===== src/rtl/game_tick_pkg.sv =====
// Shared types, default constants and the level-to-period mapping
// used by the game tick controller.
package game_tick_pkg;

  typedef enum logic [1:0] {
    IDLE  = 2'd0,
    RUN   = 2'd1,
    PAUSE = 2'd2
  } state_t;

  localparam int unsigned DEF_BASE_DIV = 2000000;
  localparam int unsigned DEF_DIV_STEP = 200000;
  localparam int unsigned DEF_MIN_DIV  = 400000;
  localparam int unsigned DEF_LEVELS   = 8;
  localparam int unsigned DEF_CNT_W    = 22;
  localparam int unsigned DEF_LVL_W    = 3;

  // Tick period for a level: base minus per-level reduction, clamped to min
  function automatic int unsigned period_of(input int unsigned lvl,
                                            input int unsigned base_div,
                                            input int unsigned div_step,
                                            input int unsigned min_div);
    int unsigned red;
    red = lvl * div_step;
    if (red >= base_div) return min_div;
    if (base_div - red < min_div) return min_div;
    return base_div - red;
  endfunction

endpackage


===== src/rtl/tick_counter.sv =====
// Loadable period counter: counts while enabled, wraps at the active
// period and emits a registered one-cycle pulse on wrap or forced fire.
module tick_counter
  import game_tick_pkg::*;
#(
  parameter int unsigned CNT_W    = DEF_CNT_W,
  parameter int unsigned BASE_DIV = DEF_BASE_DIV
) (
  input  logic             clk,
  input  logic             rst,
  input  logic             en,
  input  logic             clr,
  input  logic             load,
  input  logic             fire,
  input  logic [CNT_W-1:0] period_in,
  output logic             at_end_c,
  output logic             wrap
);

  logic [CNT_W-1:0] cnt;
  logic [CNT_W-1:0] active_period;

  assign at_end_c = (cnt == active_period - CNT_W'(1));

  // Period reload happens only on explicit load or at a wrap boundary
  always_ff @(posedge clk) begin
    if (rst) begin
      cnt           <= '0;
      active_period <= CNT_W'(BASE_DIV);
      wrap          <= 1'b0;
    end else begin
      wrap <= 1'b0;
      if (load) active_period <= period_in;
      if (clr) begin
        cnt <= '0;
      end else if (fire) begin
        cnt  <= '0;
        wrap <= 1'b1;
      end else if (en) begin
        if (at_end_c) begin
          cnt           <= '0;
          wrap          <= 1'b1;
          active_period <= period_in;
        end else begin
          cnt <= cnt + CNT_W'(1);
        end
      end
    end
  end

endmodule


===== src/rtl/game_tick_ctrl.sv =====
// Run/pause/step controller and level-programmable game tick generator
// producing a single-cycle tick enable.
module game_tick_ctrl
  import game_tick_pkg::*;
#(
  parameter int unsigned BASE_DIV = DEF_BASE_DIV,
  parameter int unsigned DIV_STEP = DEF_DIV_STEP,
  parameter int unsigned MIN_DIV  = DEF_MIN_DIV,
  parameter int unsigned LEVELS   = DEF_LEVELS,
  parameter int unsigned CNT_W    = DEF_CNT_W,
  parameter int unsigned LVL_W    = DEF_LVL_W
) (
  input  logic             clk,
  input  logic             rst,
  input  logic             start,
  input  logic             stop,
  input  logic             pause_toggle,
  input  logic             step,
  input  logic             speed_up,
  input  logic             speed_rst,
  output logic             tick,
  output logic [LVL_W-1:0] level,
  output logic             running,
  output logic             paused
);

  state_t           state;
  state_t           state_next_c;
  logic [LVL_W-1:0] level_next_c;
  logic [LVL_W-1:0] period_lvl_c;
  logic [CNT_W-1:0] period_c;
  logic             cnt_en_c;
  logic             cnt_clr_c;
  logic             cnt_load_c;
  logic             step_fire_c;
  logic             at_end_c;

  // Command decode with priority stop > start > pause_toggle > step
  always_comb begin
    state_next_c = state;
    cnt_en_c     = 1'b0;
    cnt_clr_c    = 1'b0;
    cnt_load_c   = 1'b0;
    step_fire_c  = 1'b0;
    level_next_c = level;

    if (speed_rst) begin
      level_next_c = '0;
    end else if (speed_up && (level != LVL_W'(LEVELS - 1))) begin
      level_next_c = level + LVL_W'(1);
    end

    if (stop) begin
      state_next_c = IDLE;
      cnt_clr_c    = 1'b1;
    end else begin
      case (state)
        IDLE: begin
          cnt_clr_c = 1'b1;
          if (start) begin
            state_next_c = RUN;
            cnt_load_c   = 1'b1;
          end
        end
        RUN: begin
          // A pause freezes the count, but a wrap in the same cycle still fires
          cnt_en_c = !pause_toggle || at_end_c;
          if (pause_toggle) state_next_c = PAUSE;
        end
        PAUSE: begin
          if (pause_toggle) state_next_c = RUN;
          else if (step) step_fire_c = 1'b1;
        end
        default: begin
          state_next_c = IDLE;
          cnt_clr_c    = 1'b1;
        end
      endcase
    end

    period_lvl_c = (state == IDLE) ? level_next_c : level;
    period_c     = CNT_W'(period_of(32'(period_lvl_c), BASE_DIV, DIV_STEP, MIN_DIV));
  end

  always_ff @(posedge clk) begin
    if (rst) begin
      state   <= IDLE;
      level   <= '0;
      running <= 1'b0;
      paused  <= 1'b0;
    end else begin
      state   <= state_next_c;
      level   <= level_next_c;
      running <= (state_next_c == RUN);
      paused  <= (state_next_c == PAUSE);
    end
  end

  tick_counter #(
    .CNT_W   (CNT_W),
    .BASE_DIV(BASE_DIV)
  ) u_tick_counter (
    .clk      (clk),
    .rst      (rst),
    .en       (cnt_en_c),
    .clr      (cnt_clr_c),
    .load     (cnt_load_c),
    .fire     (step_fire_c),
    .period_in(period_c),
    .at_end_c (at_end_c),
    .wrap     (tick)
  );

endmodule


===== config.mk =====
export PLATFORM = sky130hd
export DESIGN_NAME = game_tick_ctrl
export DESIGN_NICKNAME = d
export VERILOG_FILES = /design/src/rtl/game_tick_pkg.sv /design/src/rtl/tick_counter.sv /design/src/rtl/game_tick_ctrl.sv
export SDC_FILE = /design/constraint.sdc
export NUM_CORES = 1
export LEC_CHECK = 0
export ABC_AREA = 1
export CAP_MARGIN = 20
export CORE_UTILIZATION = 35
export CTS_CLUSTER_SIZE = 8
export DETAILED_ROUTE_END_ITERATION = 10
export PLACE_DENSITY = 0.56
export RECOVER_POWER = 50
export SLEW_MARGIN = 20
export SYNTH_ARGS = -nofsm -noshare
export SYNTH_HDL_FRONTEND = slang
export SYNTH_HIERARCHICAL = 1
export SYNTH_SLANG_ARGS = --single-unit

===== constraint.sdc =====
create_clock -name clk -period 8.78 [get_ports clk]
set_input_delay 1.756 -clock clk [delete_from_list [all_inputs] [get_ports clk]]
set_output_delay 1.756 -clock clk [all_outputs]
set_load 0.01 [all_outputs]

* After elaboration in Yosys (flattened, before gate mapping) *
Index checks and enable logic that the tools add are counted.

storage, ports and cells
  logic and storage cells = 62
  output and inout bits = 6
  register bits after elaboration = 52
  input port bits = 8

cells by class
  reductions and logical operators = 7
  $add $sub $neg = 4
  muxes and demuxes = 35
  $lt $le $gt $ge = 2
  $mul = 1
  equal/unequal tests = 6

operators by type and width
  cell                                                                    count
  22-bit 2-to-1 mux                                                       8
  19-bit 2-to-1 mux                                                       2
  32-bit by 19-bit < comparator with 1-bit output, second input constant  1
  22-bit by 1-bit adder with 22-bit output, second input constant         1
  22-bit == test                                                          1
  21-bit by 21-bit subtractor with 22-bit output, first input constant    1
  22-bit by 1-bit subtractor with 22-bit output, second input constant    1
  21-bit greater-or-equal comparator, second input constant               1
  1-bit 2-to-1 mux                                                        17
  3-bit by 12-bit multiplier with 15-bit output, second input constant    1
  3-bit 2-to-1 mux                                                        3
  2-bit 2-to-1 mux                                                        4
  2-bit case mux with 3 select lines                                      1
  2-bit by 1-bit == test with 1-bit output, second input constant         2
  2-bit == test, second input constant                                    2
  2-bit OR reduction                                                      2
  3-bit by 1-bit adder with 3-bit output, second input constant           1
  3-bit != test, second input constant                                    1
  3-bit OR reduction                                                      1
  2-bit zero test                                                         1
  1-bit logical AND                                                       1
  1-bit zero test                                                         1
  1-bit logical OR                                                        1

* Longest topological paths before layout *
Gate-level depths: netlist of run 1.

  word-level depth = 17
  depth in mapped cells = 27
  gate-level depth less buffers = 27

* By module *
The synthesis of run 1 kept the hierarchy.

by module, submodules not included
  module          area each (um^2)  sequential area each (um^2)  cells an instance  instances
  tick_counter    3425.8            900.9                        537                1
  game_tick_ctrl  1136.1            140.1                        172                1

* Worst setup path before layout of run 1 *
No wires, ideal clock.

  path type = input to register
  start = input port speed_up
  end = register u_tick_counter.active_period[14]
  data required time = 8671 ps
  path slack = 4372 ps
  data arrival time = 4299 ps
  library setup time = 109 ps
  cell stages on the path = 21
  buffers on the path = 0
  cell sequence = nand2_2 > a21oi_1 > o21ai_0 > o21ai_0 > ha_1 > inv_1 > ha_1 > a21oi_1 > nand2_1 > xor2_2 > inv_2 > nand3_1 > xor2_1 > nor2_1 > or2_2 > o21ai_0 > inv_1 > nand2_1 > nand3_1 > nand2_1 > inv_1

between the ends
  word-level cells in the longest chain between the ends = 16
  elaborated cells between the ends (all ways) = 19
  classes of those cells = add/sub: 1; mul: 1; order compare: 2; mux: 14; reduce/logical: 1

ends and longest elaborated chain
  item                                             RTL line                                  RTL
  from (decl)                                      game_tick_ctrl.sv:19                      input logic speed_up,
  1-bit logical AND *                              game_tick_ctrl.sv:49                      end else if (speed_up && (level != LVL_W'(LEVELS - 1))) begin
  3-bit 2-to-1 mux *                               game_tick_ctrl.sv:49
  3-bit 2-to-1 mux *                               game_tick_ctrl.sv:47                      if (speed_rst) begin
  3-bit 2-to-1 mux *                               game_tick_ctrl.sv:81                      period_lvl_c = (state == IDLE) ? level_next_c : level;
  3-bit by 12-bit multiplier with 15-bit output *  game_tick_pkg.sv:24                       red = lvl * div_step;
  21-bit by 21-bit subtractor with 22-bit output   game_tick_pkg.sv:26, game_tick_pkg.sv:27
  32-bit by 19-bit < comparator with 1-bit output  game_tick_pkg.sv:26                       if (base_div - red < min_div) return min_div;
  1-bit 2-to-1 mux (2 in a row)                    game_tick_pkg.sv:26
  22-bit 2-to-1 mux                                game_tick_pkg.sv:27                       return base_div - red;
  22-bit 2-to-1 mux *                              game_tick_pkg.sv:26
  net period_c[14]                                 game_tick_ctrl.sv:31                      logic [CNT_W-1:0] period_c;
  22-bit 2-to-1 mux                                tick_counter.sv:33                        if (load) active_period <= period_in;
  22-bit 2-to-1 mux                                tick_counter.sv:40                        if (at_end_c) begin
  22-bit 2-to-1 mux                                tick_counter.sv:39                        end else if (en) begin
  22-bit 2-to-1 mux                                tick_counter.sv:36                        end else if (fire) begin
  22-bit 2-to-1 mux *                              tick_counter.sv:34                        if (clr) begin
  to (signal assigned)                             tick_counter.sv:29                        active_period <= CNT_W'(BASE_DIV);
  to (signal assigned)                             tick_counter.sv:33
  to (signal assigned)                             tick_counter.sv:43                        active_period <= period_in;
  to (decl)                                        tick_counter.sv:21                        logic [CNT_W-1:0] active_period;

The timed path passes the listed nets; every way through them passes the cells marked *. The select of a mux whose other input is x is not followed.
A chain may end at the register's enable or synchronous reset.

* Worst setup path after layout of run 1 *
  start = register u_tick_counter.active_period[0]
  end = register u_tick_counter.cnt[21]

between the ends
  word-level cells in the longest chain between the ends = 5
  elaborated cells between the ends (all ways) = 6
  classes of those cells = add/sub: 1; eq/ne: 1; mux: 3; reduce/logical: 1

ends and longest elaborated chain
  item                                           RTL line              RTL
  22-bit by 1-bit subtractor with 22-bit output  tick_counter.sv:23    assign at_end_c = (cnt == active_period - CNT_W'(1));
  22-bit == test                                 tick_counter.sv:23
  net at_end_c                                   game_tick_ctrl.sv:36  logic at_end_c;
  1-bit logical OR                               game_tick_ctrl.sv:67  cnt_en_c = !pause_toggle || at_end_c;
  1-bit 2-to-1 mux                               game_tick_ctrl.sv:57  case (state)
  1-bit 2-to-1 mux                               game_tick_ctrl.sv:53  if (stop) begin
  net cnt_en_c                                   game_tick_ctrl.sv:32  logic cnt_en_c;
  to (signal assigned)                           tick_counter.sv:45    cnt <= cnt + CNT_W'(1);
  to (decl)                                      tick_counter.sv:20    logic [CNT_W-1:0] cnt;

The timed path passes the listed nets, and every way through them passes these cells.

==> results of run 1 <==
-- sequential cells by signal (all words and copies together) (netlist names) --
| name | cells |
|---|---|
| state | 2 |
| running | 1 |
| u_tick_counter/active_period | 22 |
| u_tick_counter/cnt | 22 |
| paused | 1 |
| u_tick_counter/wrap | 1 |
| level | 3 |
-- routing by layer --
| metal | track usage | vias up | part of all wire | routed length (um) |
|---|---|---|---|---|
| met1 | 0.228 | 1969 | 0.48 | 5470 |
| li1 | - | 2287 | - | - |
| met5 | 0 | - | 0 | 0 |
| met3 | 0.0306 | 24 | 0.035 | 391 |
| met4 | 0.0692 | 0 | 0.033 | 377 |
| met2 | 0.296 | 69 | 0.45 | 5060 |
-- synthesized netlist by cell type, types with 9 or more instances --
| library cell | n | area, um^2 |
|---|---|---|
| nor2_1 | 100 | 375 |
| nand4_1 | 18 | 113 |
| nand3_1 | 61 | 305 |
| inv_1 | 96 | 360 |
| dfxtp_1 | 52 | 1040 |
| xnor2_1 | 9 | 78.8 |
| a21oi_1 | 20 | 100 |
| nor3_1 | 9 | 45.0 |
| nand2_2 | 18 | 113 |
| nand3_2 | 11 | 110 |
| o21ai_0 | 19 | 95.1 |
| xor2_1 | 19 | 166 |
| ha_1 | 21 | 263 |
| nand2_1 | 172 | 646 |
-- critical path, cell delays in order, from the launching register on --
cell and delay (ns):
dfxtp_1 0.34, inv_1 0.19, ha_1 0.23, nand2_1 0.12, nor2_1 0.70, nand3_1 0.18
xor2_1 0.22, nor2_1 0.11, nand2_1 0.06, nor2_1 0.51, nand2_1 0.18, inv_1 0.08
o21ai_0 0.08, nor2_1 0.09, clkbuf_1 0.58, nand3_1 0.29, nor4_1 0.70, nand2_2 0.17
nor2_4 0.21, nand3_2 0.15, nor2_1 0.15, nand2_1 0.08, xor2_1 0.13, nor2_1 0.05
-- final cells by class --
type | instances | share of cell area
Clock buffer | 7 | 0.0288
Clock inverter | 1 | 0.00152
Inverter | 103 | 0.0786
Multi-Input combinational cell | 553 | 0.609
Sequential cell | 52 | 0.210
Tap cell | 172 | 0.0435
Timing Repair Buffer | 15 | 0.0285
-- cells by family after synthesis --
family,count (synthesis)
xor+xnor,31
buf+inv,113
compound gates,46
other cells,1
mux,5
simple gates,440
flops,52
fa+ha+maj,21
-- cells in the final DEF, fill, tap and decap left out, types with 2 or more instances in the layout --
cell | Yosys | routed
nand4_2 | 2 | 2
a21oi_1 | 20 | 20
xor2_1 | 19 | 19
inv_1 | 96 | 96
nand3_2 | 11 | 9
o21ai_1 | 3 | 3
conb_1 | 1 | 10
nor2_8 | 2 | 2
nand2_2 | 18 | 16
nand3_1 | 61 | 64
nand3b_1 | 7 | 7
xor2_2 | 2 | 2
mux2i_1 | 5 | 5
o21ai_0 | 19 | 19
inv_2 | 5 | 5
dfxtp_1 | 52 | 52
nor2_1 | 100 | 102
nor3_2 | 1 | 2
or2_2 | 5 | 5
nor2_4 | 8 | 6
clkbuf_1 | 5 | 2
o22ai_1 | 2 | 2
nand4_1 | 18 | 20
nand2_4 | 4 | 4
dlygate4sd3_1 | 0 | 8
nor2_2 | 8 | 8
clkbuf_16 | 0 | 5
nor4_1 | 5 | 7
clkdlybuf4s50_1 | 0 | 5
nand2_1 | 172 | 174
xnor2_1 | 9 | 9
nor3_1 | 9 | 8
ha_1 | 21 | 21
-- power by group --
part	internal (mW)	switching [mW]	total (mW)
clock	0.114	0.0925	0.206
sequential	0.245	0.0141	0.259
combinational	0.0670	0.122	0.189
total	0.426	0.228	0.654
-- worst max path at each step --
stage,start,end,slack [ns],depth (start not counted)
4_1_cts,speed_up,u_tick_counter/active_period[14],3.80,22
6_report,u_tick_counter/active_period[0],u_tick_counter/cnt[21],3.04,23
2_1_floorplan,speed_up,u_tick_counter/active_period[14],4.37,21
5_1_grt,u_tick_counter/active_period[0],u_tick_counter/cnt[21],2.51,23
3_3_place_gp,speed_up,u_tick_counter/active_period[14],3.60,22
3_5_place_dp,speed_up,u_tick_counter/active_period[14],3.51,22
==> summary.md, run 1 <==
| Metric | Value |
|---|---|
| Post-synth cell types | `46` |
| Drt wl/cell | `12.5 um` |
| Tmin final | `5.74 ns` |
| Initial core utilization | `0.360` |
| Critical Path Fanout Max | `15` |
| Final instance area | `4950 um^2` |
| Fin. max-slew vios | `0` |
| Mux share of post-synthesis cell area | `0.0110` |
| Synth warn | `6` |
| Final Hold Fails | `0` |
| FFs w/ async S/R, synth | `0` |
| Post-synth EDFFs | `0` |
| Post-DP HPWL | `8950 um` |
| CP arrival | `5.90 ns` |
| Synth Instances | `709` |
| Root buf cell | `clkbuf_16` |
| Layout cells sized above 1 | `0.101` |
| Peak supply drop | `0.0617 mV` |
| Max Cap Viol | `0` |
| Synth Area in Simple Gates | `0.487` |
| # fillers | `between 1k and 1.5k` |
| Unrepaired setup endpoints after global routing | `false` |
| TritonCTS Buffers | `5` |
| Largest family of logic cells by synthesized area | `simple AND/OR/NAND/NOR gates` |
| Worst slew pin tran | `0.876 ns` |
| Drt pass-1 iters | `5` |
| Die area | `13500 um^2` |
| Pleak | `~2.4 nW` |
| All-Layer GR Usage | `0.178` |
| Port bufs | `13` |
| R2r endpoint | `u_tick_counter/cnt[21]` |
| Seq cells post-synth | `between 50 and 60` |
| Total negative setup slack | `0 ns` |
| Hold Slack | `0.529 ns` |
| Achievable Freq | `174 MHz` |
| Num Clock Sinks | `52` |
| R2r startpoint | `u_tick_counter/active_period[0]` |
| Clk buf depth | `2` |
| DP Area | `4900 um^2` |
| Post-DRT Antenna Nets | `0` |
| Worst-Skew Late Latency | `0.30 ns` |
| Core area | `12700 um^2` |
| GR Overflow Total | `0` |
| Mapped Area | `4560 um^2` |
| Finished Core Util | `0.391` |
| Sequential area share after synthesis | `0.228` |
| TritonCTS clock tree | `built` |
| Hold Startpoint | `u_tick_counter/cnt[0]` |
| Syn Area/Cell | `6.43 um^2` |
| Place WS | `3.51 ns` |
| Clk pin slew, worst setup/hold paths | `0.07 ns` |
| Hold Crit Class | `reg -> reg` |
| FF-to-FF path depth | `23` |
| Row cnt | `just over 40` |
| Number of global-route vias before repair | `around 4.0k` |
| Startpoint types | `flop` |
| Multi-input gate area | `roughly 3000 um^2` |
| Post-route insts no fill | `roughly 900` |
| Initial DRC Count | `231` |
| WL final | `about 11000 um` |
| Setup violators final | `0` |
| Synth Area in XOR/XNOR | `0.0645` |
| Vias/cell | `~4.8` |
| Hold Path Sink | `u_tick_counter/cnt[0]` |
| DIE HEIGHT | `around 120 um` |
| # hold bufs at CTS | `0` |
| P per Cell Area | `roughly 130 nW/um^2` |
| Die W | `roughly 120 um` |
| Nets | `around 760` |
| Synthesis-to-layout area growth | `8.56%` |
| N_diodes | `0` |
| Status | `finished, final reports clean` |
| Vias | `4349` |
| Final Worst Setup Slack | `3.04 ns` |
| First-pass GRT wire length | `18800 um` |
| Number of setup buffers added after CTS | `0` |
| Setup crit end kind | `flop` |
| CP Class | `reg -> reg` |
| Initial antenna violation count | `0` |
| Post-synthesis adder-cell area fraction | `0.0576` |
| FF+latch area | `1040 um^2` |
| Synth Area in Compound Gates | `0.0524` |
| Htree depth | `2` |
| GPL Wtd Cong | `0.913` |
| Largest net degree at the start of global routing | `26` |
| DRC errors left | `0` |
| WHS Path Cells | `2` |
| Worst rel slew slack | `0.414` |
| Reg2Reg Setup Slack | `between 3 and 4 ns` |
| Cts repair resizes | `0` |
| Fin crit share | `0.654` |
| Clock skew | `0.0116 ns` |
| # IOs | `14` |
| Pwr Total | `0.654 mW` |
| Dpl cells | `895` |
| Critical Path RT | `around 8.9 ns` |
| Post-synth top flop | `dfxtp_1` |
Power figures use the tool's default switching activity.
==> run 2: changes to the inputs <==
Settings changed: PLACE_DENSITY 0.56 to 0.58.
Clock period 8.78 ns to 4.6 ns, I/O delays scaled along.
==> summary.md, run 2 (synthesis results as in run 1) <==
| Metric | Value |
|---|---|
| Unrepaired setup endpoints after global routing | `false` |
| Initial antenna violation count | `0` |
| Post-DP HPWL | `8930 um` |
| Drt wl/cell | `12.5 um` |
| Htree depth | `2` |
| CP Class | `reg -> reg` |
| Max Cap Viol | `0` |
| Final instance area | `5030 um^2` |
| DR WL met2 | `5200 um` |
| Status | `finished, final reports clean` |
| First-pass GRT wire length | `19100 um` |
| Core area | `12700 um^2` |
| DRC errors left | `0` |
| # IOs | `14` |
| TritonCTS Buffers | `5` |
| # hold bufs at CTS | `0` |
| Initial core utilization | `0.360` |
| Root buf cell | `clkbuf_16` |
| All-Layer GR Usage | `0.180` |
| Clock skew | `about 0.0087 ns` |
| Post-DRT Antenna Nets | `0` |
| Layout cells sized above 1 | `0.112` |
| Number of global-route vias before repair | `4108` |
| Startpoint types | `flop` |
| GPL Wtd Cong | `0.913` |
| Setup violators final | `0` |
| Achievable Freq | `around 240 MHz` |
| Commonest non-fill, non-tap cell in the layout | `nand2_1` |
| Drt pass-1 iters | `5` |
| Fin crit share | `0.896` |
| Die W | `between 100 and 150 um` |
| Final Hold Fails | `0` |
| WL final | `11300 um` |
| Vias/cell | `4.80` |
| Cts repair resizes | `0` |
| DIE HEIGHT | `approximately 120 um` |
| # fillers | `about 1.4k` |
| CP arrival | `4.32 ns` |
| Initial DRC Count | `247` |
| GR Overflow Total | `0` |
| Vias | `4338` |
| Hold Crit Class | `reg -> reg` |
| Clk buf depth | `2` |
| Row cnt | `41` |
| Setup crit end kind | `flop` |
| Worst rel slew slack | `0.501` |
| WL met1 | `5370 um` |
| Most frequent cells in the layout | `nand2_1, nor2_1, inv_1, nand3_1, dfxtp_1` |
| Critical Path Fanout Max | `8` |
| Peak supply drop | `0.130 mV` |
| N_diodes | `0` |
| Largest regs | `u_tick_counter/active_period (22), u_tick_counter/cnt (22), level (3)` |
| TritonCTS clock tree | `built` |
| Critical Path RT | `4.80 ns` |
| Worst-Skew Late Latency | `0.30 ns` |
| Nets | `761` |
| Synthesis-to-layout area growth | `10.3%` |
| Highest metal used | `met4` |
| Clk pin slew, worst setup/hold paths | `~0.070 ns` |
| Die area | `13500 um^2` |
| Reg2Reg Setup Slack | `about 0.48 ns` |
| Pleak | `around 2.4 nW` |
| Number of setup buffers added after CTS | `0` |
| Met3 wire len | `428 um` |
| Largest net degree at the start of global routing | `26` |
| P per Cell Area | `256 nW/um^2` |
| Fin. max-slew vios | `0` |
| Finished Core Util | `0.397` |
| Num Clock Sinks | `52` |
| Worst slew pin tran | `0.746 ns` |
| Port bufs | `13` |
| Tmin final | `4.12 ns` |
| DP Area | `4910 um^2` |
| Total negative setup slack | `0 ns` |
run 2: final timing paths:
| kind | from | to | cells after the start |
|---|---|---|---|
| max reg2reg | u_tick_counter/active_period[0] | u_tick_counter/cnt[20] | 23 |
| min | u_tick_counter/cnt[0] | u_tick_counter/cnt[0] | 2 |
| max | u_tick_counter/active_period[0] | u_tick_counter/cnt[20] | 23 |
| min reg2reg | u_tick_counter/cnt[0] | u_tick_counter/cnt[0] | 2 |
run 2: per-layer routing:
metal / vias up / GRT usage
li1: 2282 / -
met1: 1964 / 0.225
met2: 76 / 0.310
met3: 16 / 0.0301
met4: 0 / 0.0650
met5: - / 0
run 2: cell type report:
class                   instances  area (um^2)  share of cell area
clock buffers                   5          125              0.0249
multi-input cells             553         3070               0.610
well taps                     172          215              0.0428
flip-flops and latches         52         1040               0.207
repair buffers                 17          160              0.0318
inverters                     103          389              0.0774
clock inverters                 1         30.0             0.00597
run 2: worst max-delay path, cell delays in order (launching register included):
cell and delay, ns:
dfxtp_1 0.37, inv_1 0.13, ha_1 0.33, xnor2_1 0.12
nor2_1 0.17, nand3_1 0.15, nor2_1 0.12, nand2_1 0.06
nor2_1 0.14, nand2_2 0.12, nor2_8 0.18, nand2_1 0.12
inv_1 0.08, o21ai_0 0.08, nor2_1 0.27, nand3_2 0.20
nor4_2 0.35, nand2_1 0.16, nor2_1 0.17, nand2_1 0.11
nor4_2 0.31, nand4_1 0.13, nand3_1 0.11, inv_1 0.04
run 2: through the flow:
stage	worst slack [ns]	cells	total power, mW	hold slack (ns)
4_1_cts	0.403	903	1.30	0.525
3_3_place_gp	0.248	897	0.860	0.502
2_1_floorplan	1.02	718	0.785	0.483
6_report	0.477	903	1.29	0.522
5_1_grt	0.0399	903	1.36	0.558
3_5_place_dp	0.176	897	0.867	0.515
run 2: where the power goes:
| group | total, mW | internal, mW | switching, mW | leakage, nW |
|---|---|---|---|---|
| sequential | 0.494 | 0.468 | 0.0264 | 0.423 |
| combinational | 0.364 | 0.129 | 0.235 | 1.89 |
| clock | 0.430 | 0.251 | 0.178 | 0.0757 |
